File: src/rtl/vc_output_arbiter.sv
// -----------------------------------------------------------------------------
// vc_output_arbiter
//
// Shares one router output link among NUM_IN input FIFOs. A round-robin pick
// selects a non-empty FIFO, which is then popped one flit per cycle and
// forwarded through a registered output stage. Once a packet's first flit is
// sent, the grant is locked to that FIFO until its tail flit has gone out.
// A credit counter mirrors the free slots in the downstream buffer and gates
// every send.
//
// Ports
//   clk         clock
//   rst         synchronous active-low reset (0 = reset, sampled on posedge)
//   in_data     FIFO front flits, requester i at [i*FLIT_SIZE +: FLIT_SIZE]
//   in_empty    FIFO empty flags
//   in_consume  one-hot pop strobe to the FIFOs (combinational)
//   out_data    forwarded flit (registered, holds when out_valid=0)
//   out_valid   out_data valid this cycle (registered, one pulse per flit)
//   credit_in   downstream returned one slot (one-cycle pulse)
//   grant       current packet owner, one-hot; 0 when idle (registered)
//   cred_err    sticky: credit returned while counter already full
// -----------------------------------------------------------------------------
module vc_output_arbiter #(
  parameter int NUM_IN    = 7,
  parameter int FLIT_SIZE = 82,
  parameter int HEAD_BIT  = 81,
  parameter int TAIL_BIT  = 80,
  parameter int CREDITS   = 4,
  parameter int CRED_W    = 3
) (
  input  logic                        clk,
  input  logic                        rst,
  input  logic [NUM_IN*FLIT_SIZE-1:0] in_data,
  input  logic [NUM_IN-1:0]           in_empty,
  output logic [NUM_IN-1:0]           in_consume,
  output logic [FLIT_SIZE-1:0]        out_data,
  output logic                        out_valid,
  input  logic                        credit_in,
  output logic [NUM_IN-1:0]           grant,
  output logic                        cred_err
);

  localparam int IDX_W = (NUM_IN > 1) ? $clog2(NUM_IN) : 1;

  // The head bit is not used for arbitration (the first flit popped while
  // idle starts a packet), but the flag layout must still be consistent.
  if (TAIL_BIT >= FLIT_SIZE || HEAD_BIT >= FLIT_SIZE || HEAD_BIT == TAIL_BIT ||
      CREDITS >= (1 << CRED_W)) begin : g_bad_params
    $error("vc_output_arbiter: inconsistent flit flag or credit parameters");
  end

  typedef enum logic {
    IDLE   = 1'b0,
    LOCKED = 1'b1
  } state_t;

  state_t                 state_q;
  logic [IDX_W-1:0]       rr_ptr_q;
  logic [IDX_W-1:0]       owner_q;
  logic [CRED_W-1:0]      credits_q;
  logic [CRED_W-1:0]      credits_d;
  logic [NUM_IN-1:0]      grant_q;
  logic                   out_valid_q;
  logic [FLIT_SIZE-1:0]   out_data_q;
  logic                   cred_err_q;

  logic                   win_found;
  logic [IDX_W-1:0]       win_idx;
  logic [FLIT_SIZE-1:0]   win_flit;
  logic                   win_tail;
  logic                   send;
  logic                   cred_full;
  logic                   cred_err_set;

  // Index arithmetic modulo NUM_IN (NUM_IN need not be a power of two).
  function automatic logic [IDX_W-1:0] wrap_add(input logic [IDX_W-1:0] base,
                                                input int unsigned       off);
    int unsigned sum;
    sum = 32'(base) + off;
    if (sum >= NUM_IN) sum = sum - NUM_IN;
    return IDX_W'(sum);
  endfunction

  // Candidate selection. While idle, scan from rr_ptr upward with wrap and
  // take the first non-empty FIFO; while locked, only the owner may send.
  always_comb begin
    // NOTE: every variable assigned here gets a default first, so no path can
    // leave it unassigned and infer a latch.
    win_found = 1'b0;
    win_idx   = '0;
    if (state_q == IDLE) begin
      for (int k = 0; k < NUM_IN; k++) begin
        if (!win_found && !in_empty[wrap_add(rr_ptr_q, k)]) begin
          win_found = 1'b1;
          win_idx   = wrap_add(rr_ptr_q, k);
        end
      end
    end else begin
      win_found = !in_empty[owner_q];
      win_idx   = owner_q;
    end
  end

  assign win_flit  = in_data[win_idx*FLIT_SIZE +: FLIT_SIZE];
  assign win_tail  = win_flit[TAIL_BIT];
  assign cred_full = (credits_q == CRED_W'(CREDITS));

  // Popping is suppressed while reset is asserted so no FIFO loses a flit
  // that the reset would then discard.
  assign send = rst && win_found && (credits_q != '0);

  always_comb begin
    in_consume = '0;
    if (send) in_consume[win_idx] = 1'b1;
  end

  // Credit accounting: a send and a returned credit in the same cycle cancel.
  // A lone return on a full counter is a downstream protocol error.
  always_comb begin
    credits_d    = credits_q;
    cred_err_set = 1'b0;
    if (send && !credit_in) begin
      credits_d = credits_q - 1'b1;
    end else if (credit_in && !send) begin
      if (cred_full) cred_err_set = 1'b1;
      else           credits_d    = credits_q + 1'b1;
    end
  end

  always_ff @(posedge clk) begin
    // NOTE: all state here uses non-blocking assignments so every register
    // samples the pre-edge values, independent of statement order.
    if (!rst) begin
      state_q     <= IDLE;
      rr_ptr_q    <= '0;
      owner_q     <= '0;
      credits_q   <= CRED_W'(CREDITS);
      grant_q     <= '0;
      out_valid_q <= 1'b0;
      out_data_q  <= '0;
      cred_err_q  <= 1'b0;
    end else begin
      out_valid_q <= send;
      if (send) out_data_q <= win_flit;
      credits_q <= credits_d;
      if (cred_err_set) cred_err_q <= 1'b1;

      unique case (state_q)
        IDLE: begin
          if (send) begin
            if (win_tail) begin
              // Single-flit packet: no lock, pointer moves past the winner.
              rr_ptr_q <= wrap_add(win_idx, 1);
            end else begin
              state_q  <= LOCKED;
              owner_q  <= win_idx;
              grant_q  <= NUM_IN'(1) << win_idx;
            end
          end
        end
        LOCKED: begin
          if (send && win_tail) begin
            state_q  <= IDLE;
            grant_q  <= '0;
            rr_ptr_q <= wrap_add(owner_q, 1);
          end
        end
        default: state_q <= IDLE;
      endcase
    end
  end

  assign out_data  = out_data_q;
  assign out_valid = out_valid_q;
  assign grant     = grant_q;
  assign cred_err  = cred_err_q;

endmodule

File: config.mk
export PLATFORM = sky130hd
export DESIGN_NAME = vc_output_arbiter
export DESIGN_NICKNAME = d
export VERILOG_FILES = /design/src/rtl/vc_output_arbiter.sv
export SDC_FILE = /design/constraint.sdc
export NUM_CORES = 1
export LEC_CHECK = 0
export BUFFER_PORTS_ARGS = -buffer_cell sky130_fd_sc_hd__buf_2
export CORE_AREA = 3 3 262 264
export DETAILED_ROUTE_END_ITERATION = 12
export DIE_AREA = 0 0 265 267
export SETUP_SLACK_MARGIN = 0.2
export SLEW_MARGIN = 10
export SYNTH_ARGS = -nofsm -noshare
export SYNTH_HDL_FRONTEND = slang
export SYNTH_SLANG_ARGS = --single-unit
File: constraint.sdc
create_clock -name clk -period 14.8 [get_ports clk]
set_clock_uncertainty 0.2 [all_clocks]
set_input_delay 0.74 -clock clk [delete_from_list [all_inputs] [get_ports clk]]
set_output_delay 0.74 -clock clk [all_outputs]
set_load 0.02 [all_outputs]
; ---- Word-level counts from Yosys, hierarchy flattened
; Cells that the tools add are included.
[word_totals]
regBits = 101
out_inout_bits = 98
word_cells = 165
[classes]
n_addsub = 19
n_mul = 1
n_lt_le_gt_ge = 19
n_eq_ne = 6
shifts = 2
mux = 75
n_bitwise = 2
n_reduce_logical = 33
[ops]
columns = cell, n
row1 = 574-bit by 11-bit variable part select with 82-bit output, 1
row2 = 3-bit two-way mux, 30
row3 = "3-bit by 4-bit < comparator with 1-bit output, second input constant", 9
row4 = "4-bit by 3-bit >= comparator with 1-bit output, second input constant", 8
row5 = 1-bit two-way mux, 29
row6 = 7-bit two-way mux, 4
row7 = "3-bit subtractor, second input constant", 9
row8 = 1-bit binary-select mux with 3-bit select, 8
row9 = 1-bit zero test, 15
row10 = 7-bit one-hot mux with 2 select lines, 1
row11 = "3-bit by 1-bit adder with 4-bit output, second input constant", 3
row12 = "3-bit by 3-bit adder with 4-bit output, second input constant", 3
row13 = 1-bit logical AND, 12
row14 = "3-bit by 6-bit multiplier with 9-bit output, second input constant", 1
row15 = 3-bit AND reduction, 3
row16 = "3-bit by 2-bit adder with 4-bit output, second input constant", 2
row17 = "1-bit by 3-bit << shifter with 7-bit output, first input constant", 1
row18 = "2-bit != test, second input constant", 3
row19 = 3-bit one-hot mux with 2 select lines, 1
row20 = "2-bit by 1-bit != test with 1-bit output, second input constant", 2
row21 = "3-bit by 1-bit adder with 3-bit output, second input constant", 1
row22 = 1-bit demux with 3-bit select, 1
row23 = "3-bit equality test, second input constant", 1
row24 = "3-bit by 1-bit >= comparator with 1-bit output, second input constant", 1
row25 = other kinds (7), 8

; ---- Logic depth before layout (Yosys ltp)
[logic_depth]
word_depth = 37
depth_mapped = 24

; ---- Worst setup path after synthesis
; OpenSTA, ideal clock, no wires.
[synth_path]
path_type = reg2out
startpoint = register rr_ptr_q[1]
endpoint = output in_consume[5]
arrival_ps = 4708
slack_ps = 9152
stages_incl_launch_ff = 19
path_buffers = 4
cell_sequence = dfxtp_1 > buf_2 > inv_1 > ha_1 > inv_1 > fa_1 > buf_2 > nor4bb_1 > a211oi_1 > o2111a_1 > nor3_1 > nor3b_2 > nand2_1 > or3_1 > a21oi_4 > inv_2 > buf_6 > buf_2 > nor4_1
[synth_via]
elab_chain_cells = 36
[synth_rtl]
columns = element, line_no
row1 = "start, declared", 58  ; logic [IDX_W-1:0] rr_ptr_q;
row2 = "start signal, assigned", 153  ; rr_ptr_q <= wrap_add(win_idx, 1);
row3 = "start signal, assigned", 165  ; rr_ptr_q <= wrap_add(owner_q, 1);
row4 = "parallel branches: the longest is 29 deep, another holds 3-bit by 1-bit adder with 4-bit output", n/a
row5 = 3-bit two-way mux *, 93  ; if (!win_found && !in_empty[wrap_add(rr_ptr_q, k)]) begin
row6 = 3-bit two-way mux *, 91  ; if (state_q == IDLE) begin
row7 = net win_idx[1], 68  ; logic [IDX_W-1:0] win_idx;
row8 = 3-bit by 4-bit < comparator with 1-bit output (not written as such) or 3-bit by 1-bit >= comparator with 1-bit output (tied branches), 114  ; if (send) in_consume[win_idx] = 1'b1;
row9 = 1-bit logical AND (not written as such), 114
row10 = 1-bit two-way mux (not written as such), 114
row11 = 1-bit demux with 3-bit select *, 114
row12 = 7-bit two-way mux *, 114
row13 = "end, declared", 35  ; output logic [NUM_IN-1:0] in_consume,
; Mark *: on every way through the listed nets, which the timed path passes. The select of a mux whose other input is x is not followed.

; ---- Final worst setup path
[layout_path]
startpoint = register rr_ptr_q[1]
endpoint = output in_consume[5]
[layout_via]
elab_chain_cells = 36
[layout_rtl]
columns = element, line_no
row1 = "parallel branches: the longest is 35 deep, another holds 3-bit by 1-bit adder with 4-bit output", n/a
row2 = 7-bit two-way mux *, 114
; Mark *: on every way between the ends. The select of a mux whose other input is x is not followed.

==> metrics <==
Critical Path AT about 7.4 ns; DIE AREA about 70000 sq um; number of I/O port buffers 681; setup TNS 0 ns; Leak between 6 and 7 nW; I/O pins a little under 700; compound-gate portion of the synthesized area a little over a quarter; DRC viols 0; RD Place Congestion roughly 0.93; clk root buf clkbuf_16; Post-Route Utilization a little under a quarter; Pint between 0.0015 and 0.002 W; clock power share around 5.6%; Final setup viols 0; RSZ-0062 raised after global routing no; max cap viols 0; share of cells above drive strength 1 slightly above 40%; Net Switching approximately 0.0027 W; initial antenna violation count 53; main combinational cell family by area after synthesis multiplexers; vias per cell approximately 4.8; Tcrit/Tclk final 56.0%; later-pin clock latency in the skew report ~0.39 ns; number of CTS-inserted buffers 9; fin cells 2863; Post-Synth XOR/XNOR Area under 10%; Placed Instances ~2.8k; r2r startpoint rr_ptr_q[1]; die width between 200 and 300 um; Synth Instances approximately 1.4k; asr flop ratio synth 0%; Hold Path Class flop to flop; first-pass GRT wire length 95900 um; vias in the first global route ~13k; Sw Ratio ~59%; clk slew on worst S/H paths 0.09 ns; area grow syn2layout 39.4%; Worst slew margin roughly 29%; minimum clock period 8.29 ns; CTS sink count 101; Synthesized Nets approximately 2.0k; per-cell routed wire length roughly 25 um; First DRT Iteration DRCs about 1.0k; synthesized cell area about 11000 sq um; Mean Syn Cell Area 7.85 sq um; Cell Rows 95; measured slew at the worst slew-check pin around 1.1 ns; pwr dens 297 nW/um^2; Synth Warn # 0; worst-path fanout max about 70; vias ~14k; number of synthesized flops with an enable pin 0; post-synthesis mux area share between 20% and 30%; WP data required roughly 14 ns; CTS tree done; fillers around 7.5k; Synth Area in Simple Gates 17.5%; sequential fraction of the synthesis area between 10% and 20%; Worst IR Drop VDD ~0.32 mV; Setup Crit Path Kind flop to output pin; PostCTS Resize Cnt 0; Setup crit end kind output pin; Post-Synth Adder-Cell Area between 2 and 3%; Crit Reg-Reg Endpoint out_data[42]; H-tree level count 3; combinational share of power a little over four fifths; Max Slew Vio Count 0; DRT antenna net count 0; reg-to-reg slack, setup between 7 and 8 ns; Post-CTS Setup Bufs 0; Max Clk Rate between 100 and 150 MHz; Post-Route WL between 70000 and 80000 um; sequential power share a little over a tenth; first-pass detailed-route iteration total 5; most frequent cells in the layout buf_2 (680), nand2_1 (198), mux2i_1 (193); Worst setup SP type flop; Yosys cell types between 80 and 90; gr usage total a little under a fifth; largest net degree at the start of global routing ~140; hold_buf cts 0; Core ar. between 60000 and 70000 sq um; worst hold path depth 2; final hold viol count 0; Starting Density between 10% and 20%; Bufs on Longest Clock Path 2; hold path startpoint out_data[47]; worst reg2reg path depth 16; most common cell after layout, fill and taps aside buf_2; layout net count 2576; Hold Path Sink out_data[47]; hpwl dp between 50000 and 60000 um; synthesized flop and latch total around 100; Die Height approximately 270 um; total gr overflow 0; outcome finished clean; Post-synth top flop dfxtp_1
[sequential cells by signal (all words and copies together), names as in the netlist, named ones only]
signal	flops
credits_q	3
rr_ptr_q	3
owner_q	3
grant	7
cred_err	1
out_valid	1
out_data	82
[logic make-up (layout without fill, tap and decap cells)]
logic type                 count (synthesis)  in the layout
AOI/OAI and AO/OA                        404            404
DFF                                      101            101
xor gates and xnor gates                  12             12
and+or+nand+nor                          415            415
buffers and inverters                    171            738
other                                      0             15
adders and majority gates                 22             22
muxes                                    283            283
[worst max-delay path by stage]
stage,from,to,slack (ns)
final,rr_ptr_q[1],in_consume[5],6.51
after global routing,rr_ptr_q[1],in_consume[5],6.07
after floorplan,rr_ptr_q[1],in_consume[5],9.15
after CTS,rr_ptr_q[1],in_consume[5],6.57
after detailed placement,rr_ptr_q[1],in_consume[5],7.03
after global placement,rr_ptr_q[1],in_consume[5],7.21
[critical path, cell delays in order, from the launching register on]
cell and delay, ns:
dfxtp_1 0.70, inv_1 0.39, ha_1 1.04, inv_1 0.40, mux2i_1 0.33, mux2_2 0.37
a21oi_1 0.49, nor3b_2 0.17, and3_1 0.23, o31a_1 0.39, a21boi_4 0.22, buf_4 0.41
buf_4 0.67, buf_4 0.73, nor4_1 0.12, buf_2 0.19
[power by group through the flow]
stage | sequential, W | combinational [W] | clock, W
2_1_floorplan | 0.000598 | 0.00261 | 0
3_3_place_gp | 0.000491 | 0.00382 | 0
3_5_place_dp | 0.000497 | 0.00382 | 0
4_1_cts | 0.000490 | 0.00383 | 0.000275
5_1_grt | 0.000507 | 0.00414 | 0.000279
6_report | 0.000490 | 0.00382 | 0.000256
[metrics by stage]
| stage | hold WS [ns] | total power, W | setup slack (ns) | area [sq um] |
|---|---|---|---|---|
| after floorplan | 0.283 | 0.00321 | 9.15 | 11100 |
| after CTS | 0.272 | 0.00460 | 6.57 | 15400 |
| after detailed placement | 0.255 | 0.00432 | 7.03 | 15100 |
| after global routing | 0.288 | 0.00493 | 6.07 | 15400 |
| after global placement | 0.251 | 0.00431 | 7.21 | 15100 |
| final | 0.269 | 0.00457 | 6.51 | 15400 |
[area by class of cell]
class | count | area [sq um] | share of cell area [%]
antenna | 15 | 37.5 | 0.244
multi-input combinational | 1136 | 8320 | 54.0
clock buffer | 11 | 233 | 1.51
tap | 873 | 1090 | 7.09
timing repair buffer | 699 | 3560 | 23.1
sequential | 101 | 2020 | 13.1
clock inverter | 5 | 42.5 | 0.276
inverter | 23 | 96.3 | 0.625
[synthesized netlist by cell type (all sizes together) (10+ instances only)]
cell    instances  share of area, %
inv            22              0.75
o21ai          21               1.0
dfxtp         101                18
nor2           35               1.2
nor2b          13              0.74
nand3          93               4.2
a221oi         84               6.8
clkbuf         95               3.2
mux2i         193                17
nand2         198               6.7
a21oi         112               5.2
ha             20               2.3
o311ai         11              0.87
nand2b         10              0.57
mux2           88               9.0
nor3           19              0.91
buf            53               2.8
o31ai          88               6.0
[metal layers]
metal  global-route usage, %  vias to the layer above  share of wire (%)
li1                        -                     6499                  -
met1                    23.7                     6412                 41
met2                    31.2                      699                 47
met3                    5.58                      115                9.2
met4                    6.41                        6                3.1
met5                       0                        -              0.048
Note: power is estimated with default switching activity, not from simulation.
